### src/rtl/idex_stage_if.sv
// ID/EX stage bundle: ID-side decode and control, WB bypass port, pipeline controls and registered EX-side copies.
interface idex_stage_if #(
    parameter int unsigned XLEN  = 32,
    parameter int unsigned CNT_W = 16
);
    // Pipeline control
    logic             hold;
    logic             flush_EX;
    logic             stall_IFID;

    // ID-side instruction
    logic             valid_ID;
    logic [XLEN-1:0]  pc_ID;
    logic [XLEN-1:0]  imm_ID;
    logic [4:0]       rs1_ID;
    logic [4:0]       rs2_ID;
    logic [4:0]       rd_ID;
    logic             uses_rs1_ID;
    logic             uses_rs2_ID;
    logic [XLEN-1:0]  rdata1_ID;
    logic [XLEN-1:0]  rdata2_ID;
    logic             RegWrite_ID;
    logic             MemRead_ID;
    logic             MemWrite_ID;
    logic             MemtoReg_ID;
    logic             ALUSrc_ID;
    logic [3:0]       ALUOp_ID;

    // WB write port seen by ID
    logic             RegWrite_MEWB;
    logic [4:0]       rd_MEWB;
    logic [XLEN-1:0]  wdata_MEWB;

    // Registered EX-side copies
    logic             valid_IDEX;
    logic [XLEN-1:0]  pc_IDEX;
    logic [XLEN-1:0]  imm_IDEX;
    logic [4:0]       rs1_IDEX;
    logic [4:0]       rs2_IDEX;
    logic [4:0]       rd_IDEX;
    logic [XLEN-1:0]  rdata1_IDEX;
    logic [XLEN-1:0]  rdata2_IDEX;
    logic             RegWrite_IDEX;
    logic             MemRead_IDEX;
    logic             MemWrite_IDEX;
    logic             MemtoReg_IDEX;
    logic             ALUSrc_IDEX;
    logic [3:0]       ALUOp_IDEX;
    logic [CNT_W-1:0] bubble_cnt;

    modport master (
        output hold, flush_EX, valid_ID, pc_ID, imm_ID, rs1_ID, rs2_ID, rd_ID,
               uses_rs1_ID, uses_rs2_ID, rdata1_ID, rdata2_ID,
               RegWrite_ID, MemRead_ID, MemWrite_ID, MemtoReg_ID, ALUSrc_ID, ALUOp_ID,
               RegWrite_MEWB, rd_MEWB, wdata_MEWB,
        input  stall_IFID, valid_IDEX, pc_IDEX, imm_IDEX, rs1_IDEX, rs2_IDEX, rd_IDEX,
               rdata1_IDEX, rdata2_IDEX, RegWrite_IDEX, MemRead_IDEX, MemWrite_IDEX,
               MemtoReg_IDEX, ALUSrc_IDEX, ALUOp_IDEX, bubble_cnt
    );

    modport slave (
        input  hold, flush_EX, valid_ID, pc_ID, imm_ID, rs1_ID, rs2_ID, rd_ID,
               uses_rs1_ID, uses_rs2_ID, rdata1_ID, rdata2_ID,
               RegWrite_ID, MemRead_ID, MemWrite_ID, MemtoReg_ID, ALUSrc_ID, ALUOp_ID,
               RegWrite_MEWB, rd_MEWB, wdata_MEWB,
        output stall_IFID, valid_IDEX, pc_IDEX, imm_IDEX, rs1_IDEX, rs2_IDEX, rd_IDEX,
               rdata1_IDEX, rdata2_IDEX, RegWrite_IDEX, MemRead_IDEX, MemWrite_IDEX,
               MemtoReg_IDEX, ALUSrc_IDEX, ALUOp_IDEX, bubble_cnt
    );
endinterface

### src/rtl/idex_stage.sv
// ID/EX pipeline register with load-use bubble insertion, WB->ID operand bypass
// and a saturating count of inserted bubbles.
module idex_stage #(
    parameter int unsigned XLEN  = 32,
    parameter int unsigned CNT_W = 16
) (
    input  logic         clk,
    input  logic         rst_n,
    idex_stage_if.slave  bus
);
    localparam logic [CNT_W-1:0] CNT_MAX = '1;

    logic             valid_q,    valid_d;
    logic [XLEN-1:0]  pc_q,       pc_d;
    logic [XLEN-1:0]  imm_q,      imm_d;
    logic [4:0]       rs1_q,      rs1_d;
    logic [4:0]       rs2_q,      rs2_d;
    logic [4:0]       rd_q,       rd_d;
    logic [XLEN-1:0]  rdata1_q,   rdata1_d;
    logic [XLEN-1:0]  rdata2_q,   rdata2_d;
    logic             regwrite_q, regwrite_d;
    logic             memread_q,  memread_d;
    logic             memwrite_q, memwrite_d;
    logic             memtoreg_q, memtoreg_d;
    logic             alusrc_q,   alusrc_d;
    logic [3:0]       aluop_q,    aluop_d;
    logic [CNT_W-1:0] cnt_q,      cnt_d;

    logic             lu_c;
    logic             byp1_c;
    logic             byp2_c;

    // Hazard and bypass detection against the instruction currently held for EX
    always_comb begin
        lu_c   = bus.valid_ID & valid_q & memread_q & (rd_q != 5'd0) &
                 ((bus.uses_rs1_ID & (bus.rs1_ID == rd_q)) |
                  (bus.uses_rs2_ID & (bus.rs2_ID == rd_q)));
        byp1_c = bus.RegWrite_MEWB & (bus.rd_MEWB != 5'd0) & (bus.rd_MEWB == bus.rs1_ID);
        byp2_c = bus.RegWrite_MEWB & (bus.rd_MEWB != 5'd0) & (bus.rd_MEWB == bus.rs2_ID);
    end

    // Next state: hold freezes, flush or load-use inserts a bubble, otherwise capture ID
    always_comb begin
        valid_d    = valid_q;
        pc_d       = pc_q;
        imm_d      = imm_q;
        rs1_d      = rs1_q;
        rs2_d      = rs2_q;
        rd_d       = rd_q;
        rdata1_d   = rdata1_q;
        rdata2_d   = rdata2_q;
        regwrite_d = regwrite_q;
        memread_d  = memread_q;
        memwrite_d = memwrite_q;
        memtoreg_d = memtoreg_q;
        alusrc_d   = alusrc_q;
        aluop_d    = aluop_q;
        cnt_d      = cnt_q;
        if (!bus.hold) begin
            if (bus.flush_EX || lu_c) begin
                valid_d    = 1'b0;
                pc_d       = '0;
                imm_d      = '0;
                rs1_d      = 5'd0;
                rs2_d      = 5'd0;
                rd_d       = 5'd0;
                rdata1_d   = '0;
                rdata2_d   = '0;
                regwrite_d = 1'b0;
                memread_d  = 1'b0;
                memwrite_d = 1'b0;
                memtoreg_d = 1'b0;
                alusrc_d   = 1'b0;
                aluop_d    = 4'd0;
                // Only a real instruction displaced by the bubble is counted
                if (bus.valid_ID && (cnt_q != CNT_MAX)) begin
                    cnt_d = cnt_q + CNT_W'(1);
                end
            end else begin
                valid_d    = bus.valid_ID;
                pc_d       = bus.pc_ID;
                imm_d      = bus.imm_ID;
                rs1_d      = bus.rs1_ID;
                rs2_d      = bus.rs2_ID;
                rd_d       = bus.rd_ID;
                rdata1_d   = byp1_c ? bus.wdata_MEWB : bus.rdata1_ID;
                rdata2_d   = byp2_c ? bus.wdata_MEWB : bus.rdata2_ID;
                regwrite_d = bus.RegWrite_ID;
                memread_d  = bus.MemRead_ID;
                memwrite_d = bus.MemWrite_ID;
                memtoreg_d = bus.MemtoReg_ID;
                alusrc_d   = bus.ALUSrc_ID;
                aluop_d    = bus.ALUOp_ID;
            end
        end
    end

    // Pipeline register and bubble counter
    always_ff @(posedge clk or negedge rst_n) begin
        if (!rst_n) begin
            valid_q    <= 1'b0;
            pc_q       <= '0;
            imm_q      <= '0;
            rs1_q      <= 5'd0;
            rs2_q      <= 5'd0;
            rd_q       <= 5'd0;
            rdata1_q   <= '0;
            rdata2_q   <= '0;
            regwrite_q <= 1'b0;
            memread_q  <= 1'b0;
            memwrite_q <= 1'b0;
            memtoreg_q <= 1'b0;
            alusrc_q   <= 1'b0;
            aluop_q    <= 4'd0;
            cnt_q      <= '0;
        end else begin
            valid_q    <= valid_d;
            pc_q       <= pc_d;
            imm_q      <= imm_d;
            rs1_q      <= rs1_d;
            rs2_q      <= rs2_d;
            rd_q       <= rd_d;
            rdata1_q   <= rdata1_d;
            rdata2_q   <= rdata2_d;
            regwrite_q <= regwrite_d;
            memread_q  <= memread_d;
            memwrite_q <= memwrite_d;
            memtoreg_q <= memtoreg_d;
            alusrc_q   <= alusrc_d;
            aluop_q    <= aluop_d;
            cnt_q      <= cnt_d;
        end
    end

    // Stall is suppressed by a flush (instruction dies anyway) and by hold (already frozen)
    assign bus.stall_IFID    = lu_c & ~bus.flush_EX & ~bus.hold;

    assign bus.valid_IDEX    = valid_q;
    assign bus.pc_IDEX       = pc_q;
    assign bus.imm_IDEX      = imm_q;
    assign bus.rs1_IDEX      = rs1_q;
    assign bus.rs2_IDEX      = rs2_q;
    assign bus.rd_IDEX       = rd_q;
    assign bus.rdata1_IDEX   = rdata1_q;
    assign bus.rdata2_IDEX   = rdata2_q;
    assign bus.RegWrite_IDEX = regwrite_q;
    assign bus.MemRead_IDEX  = memread_q;
    assign bus.MemWrite_IDEX = memwrite_q;
    assign bus.MemtoReg_IDEX = memtoreg_q;
    assign bus.ALUSrc_IDEX   = alusrc_q;
    assign bus.ALUOp_IDEX    = aluop_q;
    assign bus.bubble_cnt    = cnt_q;
endmodule

### src/flat_wrapper.sv
// flat-port wrapper written by rule: the top's interface ports become plain ports
module idex_stage_flat 
#(
    parameter int unsigned XLEN  = 32,
    parameter int unsigned CNT_W = 16
)
  (clk, rst_n, bus_hold, bus_flush_EX, bus_valid_ID, bus_pc_ID, bus_imm_ID, bus_rs1_ID, bus_rs2_ID, bus_rd_ID, bus_uses_rs1_ID, bus_uses_rs2_ID, bus_rdata1_ID, bus_rdata2_ID, bus_RegWrite_ID, bus_MemRead_ID, bus_MemWrite_ID, bus_MemtoReg_ID, bus_ALUSrc_ID, bus_ALUOp_ID, bus_RegWrite_MEWB, bus_rd_MEWB, bus_wdata_MEWB, bus_stall_IFID, bus_valid_IDEX, bus_pc_IDEX, bus_imm_IDEX, bus_rs1_IDEX, bus_rs2_IDEX, bus_rd_IDEX, bus_rdata1_IDEX, bus_rdata2_IDEX, bus_RegWrite_IDEX, bus_MemRead_IDEX, bus_MemWrite_IDEX, bus_MemtoReg_IDEX, bus_ALUSrc_IDEX, bus_ALUOp_IDEX, bus_bubble_cnt);
  idex_stage_if #(.XLEN(XLEN), .CNT_W(CNT_W)) bus_i ();
  input  logic clk;
  input  logic rst_n;
  input wire logic [$bits(bus_i.hold)-1:0] bus_hold;
  input wire logic [$bits(bus_i.flush_EX)-1:0] bus_flush_EX;
  input wire logic [$bits(bus_i.valid_ID)-1:0] bus_valid_ID;
  input wire logic [$bits(bus_i.pc_ID)-1:0] bus_pc_ID;
  input wire logic [$bits(bus_i.imm_ID)-1:0] bus_imm_ID;
  input wire logic [$bits(bus_i.rs1_ID)-1:0] bus_rs1_ID;
  input wire logic [$bits(bus_i.rs2_ID)-1:0] bus_rs2_ID;
  input wire logic [$bits(bus_i.rd_ID)-1:0] bus_rd_ID;
  input wire logic [$bits(bus_i.uses_rs1_ID)-1:0] bus_uses_rs1_ID;
  input wire logic [$bits(bus_i.uses_rs2_ID)-1:0] bus_uses_rs2_ID;
  input wire logic [$bits(bus_i.rdata1_ID)-1:0] bus_rdata1_ID;
  input wire logic [$bits(bus_i.rdata2_ID)-1:0] bus_rdata2_ID;
  input wire logic [$bits(bus_i.RegWrite_ID)-1:0] bus_RegWrite_ID;
  input wire logic [$bits(bus_i.MemRead_ID)-1:0] bus_MemRead_ID;
  input wire logic [$bits(bus_i.MemWrite_ID)-1:0] bus_MemWrite_ID;
  input wire logic [$bits(bus_i.MemtoReg_ID)-1:0] bus_MemtoReg_ID;
  input wire logic [$bits(bus_i.ALUSrc_ID)-1:0] bus_ALUSrc_ID;
  input wire logic [$bits(bus_i.ALUOp_ID)-1:0] bus_ALUOp_ID;
  input wire logic [$bits(bus_i.RegWrite_MEWB)-1:0] bus_RegWrite_MEWB;
  input wire logic [$bits(bus_i.rd_MEWB)-1:0] bus_rd_MEWB;
  input wire logic [$bits(bus_i.wdata_MEWB)-1:0] bus_wdata_MEWB;
  output wire logic [$bits(bus_i.stall_IFID)-1:0] bus_stall_IFID;
  output wire logic [$bits(bus_i.valid_IDEX)-1:0] bus_valid_IDEX;
  output wire logic [$bits(bus_i.pc_IDEX)-1:0] bus_pc_IDEX;
  output wire logic [$bits(bus_i.imm_IDEX)-1:0] bus_imm_IDEX;
  output wire logic [$bits(bus_i.rs1_IDEX)-1:0] bus_rs1_IDEX;
  output wire logic [$bits(bus_i.rs2_IDEX)-1:0] bus_rs2_IDEX;
  output wire logic [$bits(bus_i.rd_IDEX)-1:0] bus_rd_IDEX;
  output wire logic [$bits(bus_i.rdata1_IDEX)-1:0] bus_rdata1_IDEX;
  output wire logic [$bits(bus_i.rdata2_IDEX)-1:0] bus_rdata2_IDEX;
  output wire logic [$bits(bus_i.RegWrite_IDEX)-1:0] bus_RegWrite_IDEX;
  output wire logic [$bits(bus_i.MemRead_IDEX)-1:0] bus_MemRead_IDEX;
  output wire logic [$bits(bus_i.MemWrite_IDEX)-1:0] bus_MemWrite_IDEX;
  output wire logic [$bits(bus_i.MemtoReg_IDEX)-1:0] bus_MemtoReg_IDEX;
  output wire logic [$bits(bus_i.ALUSrc_IDEX)-1:0] bus_ALUSrc_IDEX;
  output wire logic [$bits(bus_i.ALUOp_IDEX)-1:0] bus_ALUOp_IDEX;
  output wire logic [$bits(bus_i.bubble_cnt)-1:0] bus_bubble_cnt;
  assign bus_i.hold = bus_hold;
  assign bus_i.flush_EX = bus_flush_EX;
  assign bus_i.valid_ID = bus_valid_ID;
  assign bus_i.pc_ID = bus_pc_ID;
  assign bus_i.imm_ID = bus_imm_ID;
  assign bus_i.rs1_ID = bus_rs1_ID;
  assign bus_i.rs2_ID = bus_rs2_ID;
  assign bus_i.rd_ID = bus_rd_ID;
  assign bus_i.uses_rs1_ID = bus_uses_rs1_ID;
  assign bus_i.uses_rs2_ID = bus_uses_rs2_ID;
  assign bus_i.rdata1_ID = bus_rdata1_ID;
  assign bus_i.rdata2_ID = bus_rdata2_ID;
  assign bus_i.RegWrite_ID = bus_RegWrite_ID;
  assign bus_i.MemRead_ID = bus_MemRead_ID;
  assign bus_i.MemWrite_ID = bus_MemWrite_ID;
  assign bus_i.MemtoReg_ID = bus_MemtoReg_ID;
  assign bus_i.ALUSrc_ID = bus_ALUSrc_ID;
  assign bus_i.ALUOp_ID = bus_ALUOp_ID;
  assign bus_i.RegWrite_MEWB = bus_RegWrite_MEWB;
  assign bus_i.rd_MEWB = bus_rd_MEWB;
  assign bus_i.wdata_MEWB = bus_wdata_MEWB;
  assign bus_stall_IFID = bus_i.stall_IFID;
  assign bus_valid_IDEX = bus_i.valid_IDEX;
  assign bus_pc_IDEX = bus_i.pc_IDEX;
  assign bus_imm_IDEX = bus_i.imm_IDEX;
  assign bus_rs1_IDEX = bus_i.rs1_IDEX;
  assign bus_rs2_IDEX = bus_i.rs2_IDEX;
  assign bus_rd_IDEX = bus_i.rd_IDEX;
  assign bus_rdata1_IDEX = bus_i.rdata1_IDEX;
  assign bus_rdata2_IDEX = bus_i.rdata2_IDEX;
  assign bus_RegWrite_IDEX = bus_i.RegWrite_IDEX;
  assign bus_MemRead_IDEX = bus_i.MemRead_IDEX;
  assign bus_MemWrite_IDEX = bus_i.MemWrite_IDEX;
  assign bus_MemtoReg_IDEX = bus_i.MemtoReg_IDEX;
  assign bus_ALUSrc_IDEX = bus_i.ALUSrc_IDEX;
  assign bus_ALUOp_IDEX = bus_i.ALUOp_IDEX;
  assign bus_bubble_cnt = bus_i.bubble_cnt;
  idex_stage #(.XLEN(XLEN), .CNT_W(CNT_W)) u_core (.clk(clk), .rst_n(rst_n), .bus(bus_i));
endmodule
### config.mk
export PLATFORM = sky130hd
export DESIGN_NAME = idex_stage_flat
export DESIGN_NICKNAME = d
export VERILOG_FILES = /design/src/rtl/idex_stage_if.sv /design/src/rtl/idex_stage.sv /design/src/flat_wrapper.sv
export SDC_FILE = /design/constraint.sdc
export NUM_CORES = 1
export LEC_CHECK = 0
export CAP_MARGIN = 20
export CORE_ASPECT_RATIO = 0.7
export CORE_MARGIN = 3
export CORE_UTILIZATION = 36
export CTS_CLUSTER_SIZE = 28
export DETAILED_ROUTE_END_ITERATION = 10
export PLACE_DENSITY = 0.79
export SYNTH_ARGS = -nofsm -noshare
export SYNTH_HDL_FRONTEND = slang
export SYNTH_SLANG_ARGS = --single-unit
### constraint.sdc
create_clock -name clk -period 1.9 [get_ports clk]
set_input_delay 0.19 -clock clk [delete_from_list [all_inputs] [get_ports clk]]
set_output_delay 0.19 -clock clk [all_outputs]
set_load 0.05 [all_outputs]
Word-level counts from Yosys, hierarchy flattened --
Index checks and enable logic that the tools add are counted.
Word-level totals: input bits 197, output and inout port bits 170, register bits after elaboration 169
Cells by class: equal/unequal tests 5, muxes and demuxes 16, add/sub/neg operators 1, bitwise operators 14, reductions and logical operators 5
Operators with widths (number):
- 2-to-1 mux 32 bit | 6
- == test 5 bit | 4
- adder 16 x 1 -> 16 bit, second input constant | 1
- inequality test 16 bit, second input constant | 1
- 2-to-1 mux 5 bit | 3
- AND 1 bit | 11
- nonzero test 5 bit | 2
- 2-to-1 mux 1 bit | 6
- 2-to-1 mux 4 bit | 1
- AND reduction 3 bit | 1
- inverter 1 bit | 2
- logical AND 1 bit | 1
- logical OR 1 bit | 1
- OR 1 bit | 1

Logic depth before layout (Yosys ltp) --
depth after elaboration 6, depth in mapped cells 9, mapped depth without buffers 7

Least setup slack after synthesis --
No wires, ideal clock.
kind register to output, from register u_core.rd_q[1], in the netlist u_core.bus.rd_IDEX[1], to output bus_stall_IFID, path slack -0.567 ns, buffers on the path 0, data required time 1.710 ns, arrival time 2.277 ns, cell stages (with the launch flop) 6, cells stage by stage dfrtp_1 > xnor2_1 > nand4_1 > o22ai_1 > nand2_1 > nor3_1
On the way: cells in the longest elaborated chain, start to end 6
RTL lines:
- from (decl) | RTL line idex_stage.sv:18 | logic [4:0] rd_q, rd_d;
- from (signal assigned) | RTL line idex_stage.sv:122 | rd_q <= rd_d;
- == test 5 bit, on equally long branches | RTL line idex_stage.sv:36, idex_stage.sv:37
- AND 1 bit, on equally long branches | RTL line idex_stage.sv:36, idex_stage.sv:37
- OR 1 bit | RTL line idex_stage.sv:36 | ((bus.uses_rs1_ID & (bus.rs1_ID == rd_q)) |
- AND 1 bit (*) | RTL line idex_stage.sv:35 | lu_c = bus.valid_ID & valid_q & memread_q & (rd_q != 5'd0) &
- AND 1 bit (*) (2 in series) | RTL line idex_stage.sv:136 | assign bus.stall_IFID = lu_c & ~bus.flush_EX & ~bus.hold;
- to (decl) | RTL line flat_wrapper.sv:32 | output wire logic [$bits(bus_i.stall_IFID)-1:0] bus_stall_IFID;
Mark *: on every way between the ends. The rest lies on a longest branch, timed or not.

Worst setup path in the final report --
from register u_core.rd_q[3], in the netlist u_core.bus.rd_IDEX[3], to output bus_stall_IFID
The elaborated chain is that of the path after synthesis.

==> impl_results.md <==
* Period utilization at 1.11
* Number of H-tree levels at 4
* TritonCTS Buffers at 17
* Post-synthesis register bit count at 169
* Drt pass-1 iters at 4
* Vias in the first global route at 6,475
* Worst Setup End Kind: primary output
* Final setup margin at -0.214 ns
* Max Slew Vio Count at 0
* Final hold vios at 0
* TritonCTS clock tree: yes
* Seq/Total Area, Yosys at 0.593
* Worst-path fanout max at 4
* Synth Instances at 585
* Max Clock Skew at 0.00892 ns
* 1st-iter DRT viols at 391
* Startpoint type of the worst setup path: flop
* Leakage at 5.22 nW
* Initial core utilization at 0.372
* Die footprint at 21,600 µm²
* Design area at 12,100 µm²
* Worst path bufs/invs at 2
* Drt total wl at 24.3 mm
* Clock tree buffer depth at 2
* IO Pins at 367
* Worst r2r path cells at 8
* Top FF cell, synth: dfrtp_1
* Period minus WS final at 2.11 ns
* Worst EP required at 1.71 ns
* Worst-Margin Slew at 0.897 ns
* CP Cell Sequence: xnor2_1, nand4_1, o22ai_2, nand2_1, buf_4, nor3_4, buf_12
* Setup TNS at -0.319 ns
* Via-to-Cell Ratio at 4.94
* Failing checks: setup timing
* Slew margin rel. at 0.402
* GRT Util Overall at 0.220
* Worst-Skew Late Latency at 0.43 ns
* Initial antenna violation count at 0
* Max-cap violations at 0
* Launch point of the worst reg-to-reg path: u_core.bus.rd_IDEX[4]
* HPWL after DPL at 18.0 mm
* Crit path largest cell delay at 0.44 ns
* Reg clk slew, reported paths at 0.07 ns
* Synth area leaders: dfrtp_1 (59%), a22o_1 (11%), mux2i_1 (9.0%), o21ai_1 (4.2%), nand2_1 (3.8%)
* Cell Pwr Density at 878 nW/µm²
* Worst Path Arrival at 1.92 ns
* Area of the mapped netlist at 7130 µm²
* Clk root buf: clkbuf_16
* RSZ-0062 raised after global routing: true
* Reg-to-reg slack, setup at -0.05 ns
* Crit Reg-Reg Endpoint: u_core.bus.bubble_cnt[11]
* Via count at 6,232
* # setup viols final at 5
* Achievable clock frequency at 0.473 GHz
* Syn avg cell area at 12.2 µm²
* Most frequent cells after synthesis: dfrtp_1 (169), a22o_1 (89), nand2_1 (73)
* Diode count at 0
* Height of the die at 124 µm
* Yosys top cell area share at 0.593
* Core Footprint at 19,200 µm²
* WL per Instance at 19.3 µm
* Synthesis-to-finish area growth at 70.1%
* Ys async rst share at 1.00
* Fillcell total at 1,518
* First-pass GRT wire length at 36.9 mm
* Post-synth EDFFs at 0
* Global route overflow at 0
* Area leader, netlist: dfrtp_1
* Worst vdd ir at 0.000591 V
* Levels on crit path at 7
* Worst setup path endpoint: bus_stall_IFID
* Largest net degree at the start of global routing at 85
* Largest delay share family, worst path: flip-flops
* Placed Area at 11,400 µm²
* Type of the worst min-delay path: input port to asynchronous set/reset pin
* Most frequent cell after synthesis: dfrtp_1
* Total nets after synthesis at 783
* Yosys warning count at 0
* DRC errors left at 0
* Row cnt at 42
* Synth cell types at 33
* GPL Wtd Cong at 0.792
* CP startpoint: u_core.bus.rd_IDEX[3]
* Detail Route Antenna Nets at 0
* Setup CP Type: flop to primary output
* Slowest CP cell: dfrtp_2
* Nets at 1,183
* Layout cells sized above 1 at 0.126
* Run status: finished with violations
* Chip Width at 174 µm
* IO buf count at 366
* # clock sinks at 169
## flip-flops by register name, summed over array words and instances, names as in the netlist, 4 cells and up
register / cells
u_core.bus.ALUOp_IDEX: 4
u_core.bus.bubble_cnt: 16
u_core.bus.imm_IDEX: 32
u_core.bus.pc_IDEX: 32
u_core.bus.rd_IDEX: 5
u_core.bus.rdata1_IDEX: 32
u_core.bus.rdata2_IDEX: 32
u_core.bus.rs1_IDEX: 5
u_core.bus.rs2_IDEX: 5
## logic make-up after synthesis
| logic type | count (synthesis) | share of synthesized area |
|---|---|---|
| and+or+nand+nor | 113 | 0.0768 |
| buffers and inverters | 44 | 0.0335 |
| muxes | 65 | 0.0914 |
| DFF | 169 | 0.593 |
| AOI/OAI and AO/OA | 158 | 0.161 |
| adders and majority gates | 1 | 0.00175 |
| xor gates and xnor gates | 35 | 0.0430 |
## layout by cell type, fill, tap and decap left out, types with 7 or more instances in the layout
cell type        instances
clkdlybuf4s50_1        343
dfrtp_1                156
a22o_1                  89
nand2_1                 71
mux2i_1                 64
o21ai_1                 60
buf_4                   48
xnor2_1                 21
clkbuf_16               18
xor2_1                  13
dfrtp_2                 13
nand3_1                 12
dlygate4sd2_1           10
buf_12                   9
nor2_1                   7
## how the worst min path moves through the flow
| stage | from | to | slack, ns | depth (start not counted) |
|---|---|---|---|---|
| final | rst_n | u_core.bus.bubble_cnt[10] | 0.28 | 2 |
| after global placement | rst_n | u_core.bus.bubble_cnt[10] | 0.18 | 1 |
| after global routing | rst_n | u_core.bus.bubble_cnt[10] | 0.32 | 2 |
| after CTS | rst_n | u_core.bus.pc_IDEX[30] | 0.29 | 2 |
| after detailed placement | rst_n | u_core.bus.bubble_cnt[10] | 0.18 | 1 |
| after floorplan | rst_n | u_core.bus.ALUOp_IDEX[0] | -0.11 | 0 |
## report_power, final
group | total, W | internal, W | switching, W
sequential | 0.00410 | 0.00390 | 0.000202
combinational | 0.00296 | 0.00122 | 0.00174
clock | 0.00360 | 0.00193 | 0.00166
total | 0.0107 | 0.00705 | 0.00361
## metal layers
layer,routed length [µm],global-route usage,share of wire,vias to the layer above
met5,0,0,0,-
met4,217,0.0522,0.0089,0
met3,1690,0.0679,0.069,20
met2,11900,0.364,0.49,228
met1,10600,0.285,0.43,3074
li1,-,-,-,2910
## per-stage QoR
| stage | utilization | total power (W) | hold WS [ns] | cells | setup slack, ns |
|---|---|---|---|---|---|
| after CTS | 0.629 | 0.0107 | 0.294 | 1261 | -0.226 |
| after global routing | 0.633 | 0.0111 | 0.318 | 1262 | -0.358 |
| final | 0.633 | 0.0107 | 0.281 | 1262 | -0.214 |
| after detailed placement | 0.595 | 0.00712 | 0.182 | 1223 | -0.293 |
| after global placement | 0.595 | 0.00708 | 0.184 | 1223 | -0.268 |
| after floorplan | - | 0.00571 | -0.106 | 585 | -0.114 |
## cell type report
| class | count | area [µm²] | share of cell area |
|---|---|---|---|
| multi-input combinational | 372 | 2730 | 0.225 |
| clock buffer | 18 | 439 | 0.0362 |
| clock inverter | 14 | 173 | 0.0142 |
| timing repair buffer | 421 | 4210 | 0.347 |
| tap | 264 | 330 | 0.0272 |
| sequential | 169 | 4250 | 0.350 |
| inverter | 4 | 15.0 | 0.00124 |
## timing repair
item                                   CTS  global route
setup endpoints to repair               12            28
gates cloned                             0             1
setup buffers                            5             0
gates resized for setup                 13            10
endpoints found under the hold margin   45             0
pin swaps                                2             0
hold buffers                             1             0
No activity file was read; power rests on OpenSTA's default activity.
